===== src/rtl/axi4l_reg_slave.sv =====
`default_nettype none
// ============================================================================
//  Module   : axi4l_reg_slave
//  Brief    : AXI4-Lite subordinate terminating a bus into NUM_REGS 32-bit
//             registers, exposed flat to fabric with per-register strobes.
//  Revision : 1.0 - initial release
// ============================================================================
module axi4l_reg_slave #(
    parameter int                    ADDR_WIDTH = 12,
    parameter int                    DATA_WIDTH = 32,
    parameter int                    NUM_REGS   = 16,
    parameter logic [DATA_WIDTH-1:0] RESET_VAL  = '0
) (
    input  logic                           aclk,
    input  logic                           aresetn,
    input  logic [ADDR_WIDTH-1:0]          awaddr,
    input  logic [2:0]                     awprot,
    input  logic                           awvalid,
    output logic                           awready,
    input  logic [DATA_WIDTH-1:0]          wdata,
    input  logic [DATA_WIDTH/8-1:0]        wstrb,
    input  logic                           wvalid,
    output logic                           wready,
    output logic [1:0]                     bresp,
    output logic                           bvalid,
    input  logic                           bready,
    input  logic [ADDR_WIDTH-1:0]          araddr,
    input  logic [2:0]                     arprot,
    input  logic                           arvalid,
    output logic                           arready,
    output logic [DATA_WIDTH-1:0]          rdata,
    output logic [1:0]                     rresp,
    output logic                           rvalid,
    input  logic                           rready,
    output logic [NUM_REGS*DATA_WIDTH-1:0] reg_q,
    output logic [NUM_REGS-1:0]            reg_wr,
    output logic [NUM_REGS-1:0]            reg_rd
);

    localparam int         IDX_W       = ADDR_WIDTH - 2;
    localparam int         NBYTES      = DATA_WIDTH / 8;
    localparam logic [1:0] RESP_OKAY   = 2'b00;
    localparam logic [1:0] RESP_DECERR = 2'b11;

    localparam logic [0:0] W_IDLE = 1'b0;
    localparam logic [0:0] W_RESP = 1'b1;
    localparam logic [0:0] R_IDLE = 1'b0;
    localparam logic [0:0] R_DATA = 1'b1;

    generate
        if (DATA_WIDTH != 32) begin : g_bad_data_width
            $error("axi4l_reg_slave: DATA_WIDTH must be 32");
        end
        if (NUM_REGS < 1 || NUM_REGS > (1 << IDX_W)) begin : g_bad_num_regs
            $error("axi4l_reg_slave: NUM_REGS out of range for ADDR_WIDTH");
        end
    endgenerate

    logic [NUM_REGS-1:0][DATA_WIDTH-1:0] regs_q;

    // Write path state
    logic [0:0]            wstate_q, wstate_d;
    logic                  awready_q, awready_d;
    logic                  wready_q, wready_d;
    logic                  aw_held_q, aw_held_d;
    logic                  w_held_q, w_held_d;
    logic [IDX_W-1:0]      aw_idx_q, aw_idx_d;
    logic [DATA_WIDTH-1:0] wdata_q, wdata_d;
    logic [NBYTES-1:0]     wstrb_q, wstrb_d;
    logic                  bvalid_q, bvalid_d;
    logic [1:0]            bresp_q, bresp_d;
    logic [NUM_REGS-1:0]   reg_wr_q, reg_wr_d;

    logic                  w_aw_hs, w_w_hs, w_have_aw, w_have_w, w_commit, w_wr_hit;
    logic [IDX_W-1:0]      w_wr_idx;
    logic [DATA_WIDTH-1:0] w_wr_data;
    logic [NBYTES-1:0]     w_wr_strb;
    logic [NUM_REGS-1:0]   w_wr_sel;

    // Read path state
    logic [0:0]            rstate_q, rstate_d;
    logic                  arready_q, arready_d;
    logic                  rvalid_q, rvalid_d;
    logic [1:0]            rresp_q, rresp_d;
    logic [DATA_WIDTH-1:0] rdata_q, rdata_d;
    logic [NUM_REGS-1:0]   reg_rd_q, reg_rd_d;

    logic                  w_ar_hs, w_rd_hit;
    logic [IDX_W-1:0]      w_ar_idx;
    logic [NUM_REGS-1:0]   w_rd_sel;
    logic [DATA_WIDTH-1:0] w_rd_val;

    logic                  w_unused_ok;

    assign w_unused_ok = ^{awprot, arprot, awaddr[1:0], araddr[1:0]};

    // The second half of a write may arrive on the commit edge itself, so
    // address/data come from the live bus when not yet held.
    assign w_aw_hs   = awvalid & awready_q;
    assign w_w_hs    = wvalid & wready_q;
    assign w_have_aw = aw_held_q | w_aw_hs;
    assign w_have_w  = w_held_q | w_w_hs;
    assign w_commit  = (wstate_q == W_IDLE) & w_have_aw & w_have_w;
    assign w_wr_idx  = aw_held_q ? aw_idx_q : awaddr[ADDR_WIDTH-1:2];
    assign w_wr_data = w_held_q ? wdata_q : wdata;
    assign w_wr_strb = w_held_q ? wstrb_q : wstrb;
    assign w_wr_hit  = |w_wr_sel;

    assign w_ar_hs   = arvalid & arready_q;
    assign w_ar_idx  = araddr[ADDR_WIDTH-1:2];
    assign w_rd_hit  = |w_rd_sel;

    generate
        for (genvar i = 0; i < NUM_REGS; i++) begin : g_sel
            assign w_wr_sel[i] = (w_wr_idx == IDX_W'(i));
            assign w_rd_sel[i] = (w_ar_idx == IDX_W'(i));
        end
    endgenerate

    always_comb begin
        w_rd_val = '0;
        for (int i = 0; i < NUM_REGS; i++) begin
            if (w_rd_sel[i]) begin
                w_rd_val = regs_q[i];
            end
        end
    end

    always_ff @(posedge aclk or negedge aresetn) begin
        if (!aresetn) begin
            regs_q <= {NUM_REGS{RESET_VAL}};
        end else if (w_commit) begin
            for (int i = 0; i < NUM_REGS; i++) begin
                for (int b = 0; b < NBYTES; b++) begin
                    if (w_wr_sel[i] && w_wr_strb[b]) begin
                        regs_q[i][b*8 +: 8] <= w_wr_data[b*8 +: 8];
                    end
                end
            end
        end
    end

    // ---------------------------------------------------------------- write FSM
    always_ff @(posedge aclk or negedge aresetn) begin
        if (!aresetn) begin
            wstate_q  <= W_IDLE;
            awready_q <= 1'b0;
            wready_q  <= 1'b0;
            aw_held_q <= 1'b0;
            w_held_q  <= 1'b0;
            aw_idx_q  <= '0;
            wdata_q   <= '0;
            wstrb_q   <= '0;
            bvalid_q  <= 1'b0;
            bresp_q   <= RESP_OKAY;
            reg_wr_q  <= '0;
        end else begin
            wstate_q  <= wstate_d;
            awready_q <= awready_d;
            wready_q  <= wready_d;
            aw_held_q <= aw_held_d;
            w_held_q  <= w_held_d;
            aw_idx_q  <= aw_idx_d;
            wdata_q   <= wdata_d;
            wstrb_q   <= wstrb_d;
            bvalid_q  <= bvalid_d;
            bresp_q   <= bresp_d;
            reg_wr_q  <= reg_wr_d;
        end
    end

    always_comb begin
        wstate_d = wstate_q;
        case (wstate_q)
            W_IDLE:  if (w_commit) wstate_d = W_RESP;
            W_RESP:  if (bvalid_q && bready) wstate_d = W_IDLE;
            default: wstate_d = W_IDLE;
        endcase
    end

    always_comb begin
        awready_d = 1'b0;
        wready_d  = 1'b0;
        aw_held_d = aw_held_q;
        w_held_d  = w_held_q;
        aw_idx_d  = aw_idx_q;
        wdata_d   = wdata_q;
        wstrb_d   = wstrb_q;
        bvalid_d  = bvalid_q;
        bresp_d   = bresp_q;
        reg_wr_d  = '0;
        case (wstate_q)
            W_IDLE: begin
                if (w_aw_hs) begin
                    aw_held_d = 1'b1;
                    aw_idx_d  = awaddr[ADDR_WIDTH-1:2];
                end
                if (w_w_hs) begin
                    w_held_d = 1'b1;
                    wdata_d  = wdata;
                    wstrb_d  = wstrb;
                end
                if (w_commit) begin
                    aw_held_d = 1'b0;
                    w_held_d  = 1'b0;
                    bvalid_d  = 1'b1;
                    bresp_d   = w_wr_hit ? RESP_OKAY : RESP_DECERR;
                    reg_wr_d  = w_wr_sel;
                end else begin
                    awready_d = ~w_have_aw;
                    wready_d  = ~w_have_w;
                end
            end
            W_RESP: begin
                // Readys stay low for one extra cycle after the B handshake.
                if (bvalid_q && bready) begin
                    bvalid_d = 1'b0;
                end
            end
            default: ;
        endcase
    end

    // ----------------------------------------------------------------- read FSM
    always_ff @(posedge aclk or negedge aresetn) begin
        if (!aresetn) begin
            rstate_q  <= R_IDLE;
            arready_q <= 1'b0;
            rvalid_q  <= 1'b0;
            rresp_q   <= RESP_OKAY;
            rdata_q   <= '0;
            reg_rd_q  <= '0;
        end else begin
            rstate_q  <= rstate_d;
            arready_q <= arready_d;
            rvalid_q  <= rvalid_d;
            rresp_q   <= rresp_d;
            rdata_q   <= rdata_d;
            reg_rd_q  <= reg_rd_d;
        end
    end

    always_comb begin
        rstate_d = rstate_q;
        case (rstate_q)
            R_IDLE:  if (w_ar_hs) rstate_d = R_DATA;
            R_DATA:  if (rvalid_q && rready) rstate_d = R_IDLE;
            default: rstate_d = R_IDLE;
        endcase
    end

    always_comb begin
        arready_d = 1'b0;
        rvalid_d  = rvalid_q;
        rresp_d   = rresp_q;
        rdata_d   = rdata_q;
        reg_rd_d  = '0;
        case (rstate_q)
            R_IDLE: begin
                if (w_ar_hs) begin
                    rvalid_d = 1'b1;
                    rdata_d  = w_rd_val;
                    rresp_d  = w_rd_hit ? RESP_OKAY : RESP_DECERR;
                    reg_rd_d = w_rd_sel;
                end else begin
                    arready_d = 1'b1;
                end
            end
            R_DATA: begin
                if (rvalid_q && rready) begin
                    rvalid_d  = 1'b0;
                    arready_d = 1'b1;
                end
            end
            default: ;
        endcase
    end

    assign awready = awready_q;
    assign wready  = wready_q;
    assign bvalid  = bvalid_q;
    assign bresp   = bresp_q;
    assign arready = arready_q;
    assign rvalid  = rvalid_q;
    assign rresp   = rresp_q;
    assign rdata   = rdata_q;
    assign reg_q   = regs_q;
    assign reg_wr  = reg_wr_q;
    assign reg_rd  = reg_rd_q;

endmodule
`default_nettype wire


===== config.mk =====
export PLATFORM = sky130hd
export DESIGN_NAME = axi4l_reg_slave
export DESIGN_NICKNAME = d
export VERILOG_FILES = /design/src/rtl/axi4l_reg_slave.sv
export SDC_FILE = /design/constraint.sdc
export NUM_CORES = 1
export LEC_CHECK = 0
export BUFFER_PORTS_ARGS = -buffer_cell sky130_fd_sc_hd__buf_2
export CORE_UTILIZATION = 35
export CTS_CLUSTER_DIAMETER = 50
export CTS_CLUSTER_SIZE = 8
export DETAILED_ROUTE_END_ITERATION = 6
export SETUP_SLACK_MARGIN = 0.5
export SYNTH_ARGS = -nofsm -noshare
export SYNTH_HDL_FRONTEND = slang
export SYNTH_SLANG_ARGS = --single-unit

===== constraint.sdc =====
create_clock -name aclk -period 2.8 [get_ports aclk]
set_clock_uncertainty 0.2 [all_clocks]
set_input_delay 0.28 -clock aclk [delete_from_list [all_inputs] [get_ports aclk]]
set_output_delay 0.28 -clock aclk [all_outputs]
set_load 0.01 [all_outputs]

# Word level (Yosys, flattened, before mapping)
# Index checks and enable logic that the tools add are counted.
[word_totals] reg_bits=635 inputBits=73 wordCells=318
[classes] eq_ne=34 mux=48 n_bitwise=11 n_reduce_logical=144
[op_table] op="32-bit two-way mux" count=17
[op_table] op="10-bit by 4-bit equality test with 1-bit output, second input constant" count=16
[op_table] op="2-bit AND reduction" count=72
[op_table] op="10-bit by 3-bit equality test with 1-bit output, second input constant" count=8
[op_table] op="1-bit logical AND" count=66
[op_table] op="16-bit two-way mux" count=4
[op_table] op="10-bit by 2-bit equality test with 1-bit output, second input constant" count=4
[op_table] op="16-bit OR reduction" count=2
[op_table] op="10-bit by 1-bit equality test with 1-bit output, second input constant" count=2
[op_table] op="10-bit logical NOT" count=2
[op_table] op="1-bit two-way mux" count=18
[op_table] op="10-bit two-way mux" count=1
[op_table] op="1-bit one-hot mux with 2 select lines" count=5
[op_table] op="1-bit AND" count=5
[op_table] op="2-bit two-way mux" count=2
[op_table] op="4-bit two-way mux" count=1
[op_table] op="2-bit by 1-bit inequality test with 1-bit output, second input constant" count=2
[op_table] op="2-bit inequality test, second input constant" count=2
[op_table] op="1-bit NOT" count=4
[op_table] op="2-bit nonzero test" count=2
[op_table] op="1-bit bitwise OR" count=2

# Longest topological paths before layout
[logic_depth] word_depth=17 ltp_mapped=10 ltp_nobuf=6

# Worst setup path before layout
# No wires, ideal clock.
[synth_path] path_kind="input port to flip-flop" startpoint="input awaddr[6]" endpoint="register regs_q (netlist bit reg_q[136])" t_arrival_ns=2.162 required_ns=2.475 setup_slack_ns=0.313 cell_stages=8 cell_sequence="or4_4 > nor2_2 > a22o_2 > nand3_2 > buf_6 > buf_8 > nor3_4 > mux2_2"
[synth_via] elab_chain_cells=4
[synth_lines] item="from (decl)" line_no="16" text="input logic [ADDR_WIDTH-1:0] awaddr,"
[synth_lines] item="10-bit two-way mux" line_no="104" text="assign w_wr_idx = aw_held_q ? aw_idx_q : awaddr[ADDR_WIDTH-1:2];"
[synth_lines] item="10-bit by 3-bit equality test with 1-bit output" line_no="115" text="assign w_wr_sel[i] = (w_wr_idx == IDX_W'(i));"
[synth_lines] item="1-bit logical AND" line_no="135" text="if (w_wr_sel[i] && w_wr_strb[b]) begin"
[synth_lines] item="2-bit AND reduction (no source line)"
[synth_lines] item="to (signal assigned)" line_no="131" text="regs_q <= {NUM_REGS{RESET_VAL}};"
[synth_lines] item="to (signal, indexed assignment)" line_no="136" text="regs_q[i][b*8 +: 8] <= w_wr_data[b*8 +: 8];"
[synth_lines] item="to (decl)" line_no="59" text="logic [NUM_REGS-1:0][DATA_WIDTH-1:0] regs_q;"
# Every way passes these cells.
# A chain may end at the register's enable or synchronous reset.

# Worst setup path after layout
[layout_path] startpoint="register aw_idx_q[5]" endpoint="register regs_q (netlist bit reg_q[400])"
[layout_via] elab_chain_cells=4
[layout_lines] item="from (decl)" line_no="67" text="logic [IDX_W-1:0] aw_idx_q, aw_idx_d;"
[layout_lines] item="from (signal assigned)" line_no="163" text="aw_idx_q <= aw_idx_d;"
[layout_lines] item="10-bit two-way mux" line_no="104"
[layout_lines] item="10-bit by 4-bit equality test with 1-bit output" line_no="115"
[layout_lines] item="1-bit logical AND" line_no="135"
[layout_lines] item="2-bit AND reduction (no source line)"
# Every way passes these cells.

==> metrics <==
outcome=finished, final reports clean; 1st-pass router iterations=6; Crit. Startpoint=aw_idx_q[5]$_DFFE_PN0P_; Worst Reg-to-Reg Cells=9; Power Density=between 600 and 700 nW/um^2; Final min period=~2.5 ns; largest net degree at the start of global routing=109; syn nets=about 2700; Area Overhead vs Synth=41.68%; area leader, netlist=dfrtp_1; DRC violations left=0; Routed Antenna Nets=0; data required time of the critical path=3.12 ns; drt initial violations=around 3200; Cell Count Post-Placement=between 4000 and 5000; global placer's final weighted congestion=0.9323; synth unique cells=between 70 and 80; Yosys reg bits=between 600 and 700; yosys synthesis warning count=0; Worst Path Class, Setup=register to register; LEAKAGE=between 20 and 25 nW; IO buf count=approximately 650; buffer cell driving the clock tree root=clkbuf_16; area taken by multi-input logic gates=13760 um^2; Setup crit end=reg_q[400]$_DFFE_PN0P_; area of the core=82370 um^2; vias in the first global route=27580; layout cell share with drive strength beyond 1=45.54%; number of instances in the synthesized netlist=2638; GRT Overall Usage=35.36%; reg-to-reg slack, setup=approximately 0.30 ns; antenna violations before repair=9; final standard cell count with taps included and fillers excluded=4741; unrepaired setup endpoints after global routing=true; Tightest Pin Transition=1.163 ns; TritonCTS clock tree=yes; post-synthesis instance area=about 30000 um^2; predominant post-synthesis flop cell=dfrtp_1; Critical Path Fanout Max=8; leading cell type by number of instances after synthesis=dfrtp_1; Max Clock Freq=roughly 0.40 GHz; Max Transition Viols Final=0; hpwl dp=111200 um; Die Area=between 80000 and 90000 um^2; Setup Total Neg Slack=0 ns; Sinks on Clock Net=~630; highest ir drop seen on vdd=between 500 and 600 uV; DR vias/cell=about 6.0; Crit. End Element=register; FF+latch area=15840 um^2; WHS Path Cells=6; final count of negative-setup-slack endpoints=0; Yosys top cell area share=a little over half; H-tree Lvls=3; worst min-delay path class=input port to register; normalized max-slew margin=between 20% and 30%; nets=about 3700; element type at the critical path start=register; average wire per cell in the routed design=roughly 32 um; end of the worst register-to-register path=reg_q[400]$_DFFE_PN0P_; clock-pin slew reported for the worst setup and hold paths after clock tree synthesis=~0.050 ns; async set or reset register ratio after synthesis=100.0%; chip height=between 200 and 300 um; via count=around 28000; first-pass GRT wire length=~210000 um; initial cell density of the core=between 30% and 40%; source-to-sink clock delay at the later pin of the worst-skew pair=0.66 ns; Max clock buf depth=3; cell row count=roughly 110; sequential cell area fraction in the yosys report=a little over half; die width=between 200 and 300 um; cell types with the largest area share after synthesis=dfrtp_1 (54%), mux2_2 (13%), o21ai_0 (5.8%); number of synthesized flops with an enable pin=0; Avg Cell Area, Syn=~11 um^2; total of fill cells in the finished design=roughly 7400; Max-cap violations=0; Final Hold Fails=0; arrival time at the worst endpoint=2.82 ns; Num CTS Buffers=96; Core Util, Final=between 50% and 60%; post-route clock period utilization=~89%; final wirelength=between 150000 and 200000 um; aggregate global routing overflow=0; count of pins on the block boundary=658; Synth top cells by count=dfrtp_1 (633), nand2_1 (354), o21ai_0 (338); reg-to-reg startpoint=aw_idx_q[5]$_DFFE_PN0P_
worst max-delay path: stages, from the launching register on:
cell and delay [ns]:
dfrtp_1 0.41, nor4_4 0.28, and2_4 0.19, a22o_4 0.13
nand3_4 0.11, buf_12 0.16, buf_16 0.16, nor3_4 0.23
buf_12 0.18, mux2_4 0.30
area by class of cell:
type                       instances  area share (%)
tap                             1070           3.231
multi-input combinational       1827           33.21
clock buffer                     112           6.064
timing repair buffer            1060           18.52
inverter                          16          0.1450
sequential                       633           38.24
clock inverter                    17          0.5526
antenna                            6         0.03624
logic make-up (layout without fill, tap and decap cells):
| kind of cell | after synthesis | in the layout | synth area share, % |
|---|---|---|---|
| AOI/OAI and AO/OA | 679 | 679 | 14.58 |
| buffers and inverters | 178 | 1205 | 2.683 |
| DFF | 633 | 633 | 54.17 |
| muxes | 420 | 420 | 16.18 |
| other | 0 | 6 | 0 |
| and+or+nand+nor | 728 | 728 | 12.39 |
how the worst min path moves through the flow:
stage	startpoint	endpoint	slack, ns
floorplan	aresetn	arready$_DFF_PN0_	-0.22
global placement	aresetn	reg_q[59]$_DFFE_PN0P_	-0.04
finish	awaddr[11]	reg_wr[13]$_DFF_PN0_	0.07
detailed placement	aresetn	reg_q[59]$_DFFE_PN0P_	-0.03
global route	awaddr[11]	reg_wr[13]$_DFF_PN0_	0.06
CTS	awaddr[11]	reg_wr[13]$_DFF_PN0_	0.04
state kept, by name, indices dropped and copies added (netlist names), 4 cells and up:
name / cells
reg_rd: 16
wstrb_q: 4
wdata_q: 32
reg_wr: 16
aw_idx_q: 10
rdata: 32
reg_q: 512
per-layer routing:
metal	GRT usage [%]	vias up	wire length, um
met5	0	-	51
met2	56.52	1880	70680
li1	-	11670	-
met4	19.05	8	9985
met1	43.32	14270	57090
met3	9.735	492	15380
power breakdown:
group	switching, mW	internal, mW
Sequential	0.535	9.77
Combinational	4.02	2.18
Clock	4.26	6.52
Total	8.82	18.5
stage by stage:
step / instance area [um^2] / hold slack [ns] / setup WS (ns) / total power, mW
after global placement: 36360 / -0.03519 / -0.09857 / 15.89
final: 41430 / 0.06795 / 0.3002 / 27.29
after global routing: 41420 / 0.06488 / 0.2250 / 28.03
after CTS: 41220 / 0.03794 / 0.2793 / 27.17
after detailed placement: 36360 / -0.03279 / -0.08842 / 15.97
after floorplan: 29390 / -0.2156 / 0.3154 / 13.17
placed cells by master, fill, tap and decap left out, types with 62 or more instances in the layout:
cell,synthesis,final
buf_2,27,644
dfrtp_1,633,632
nand2_1,354,274
buf_4,13,238
o21ai_0,338,210
mux2_2,332,199
mux2_4,16,153
nor2_1,138,134
o21ai_1,5,127
clkbuf_16,0,96
nand2_2,0,76
buf_12,0,68
mux2i_1,63,62
timing repair:
action	in CTS	in global routing
resized for setup	455	33
hold buffers	54	0
pin swaps	99	15
setup buffers	21	9
gates cloned	17	0
endpoints found under the hold margin	1056	0
setup endpoints to repair	512	517
Note: power is estimated with default switching activity, not from simulation.
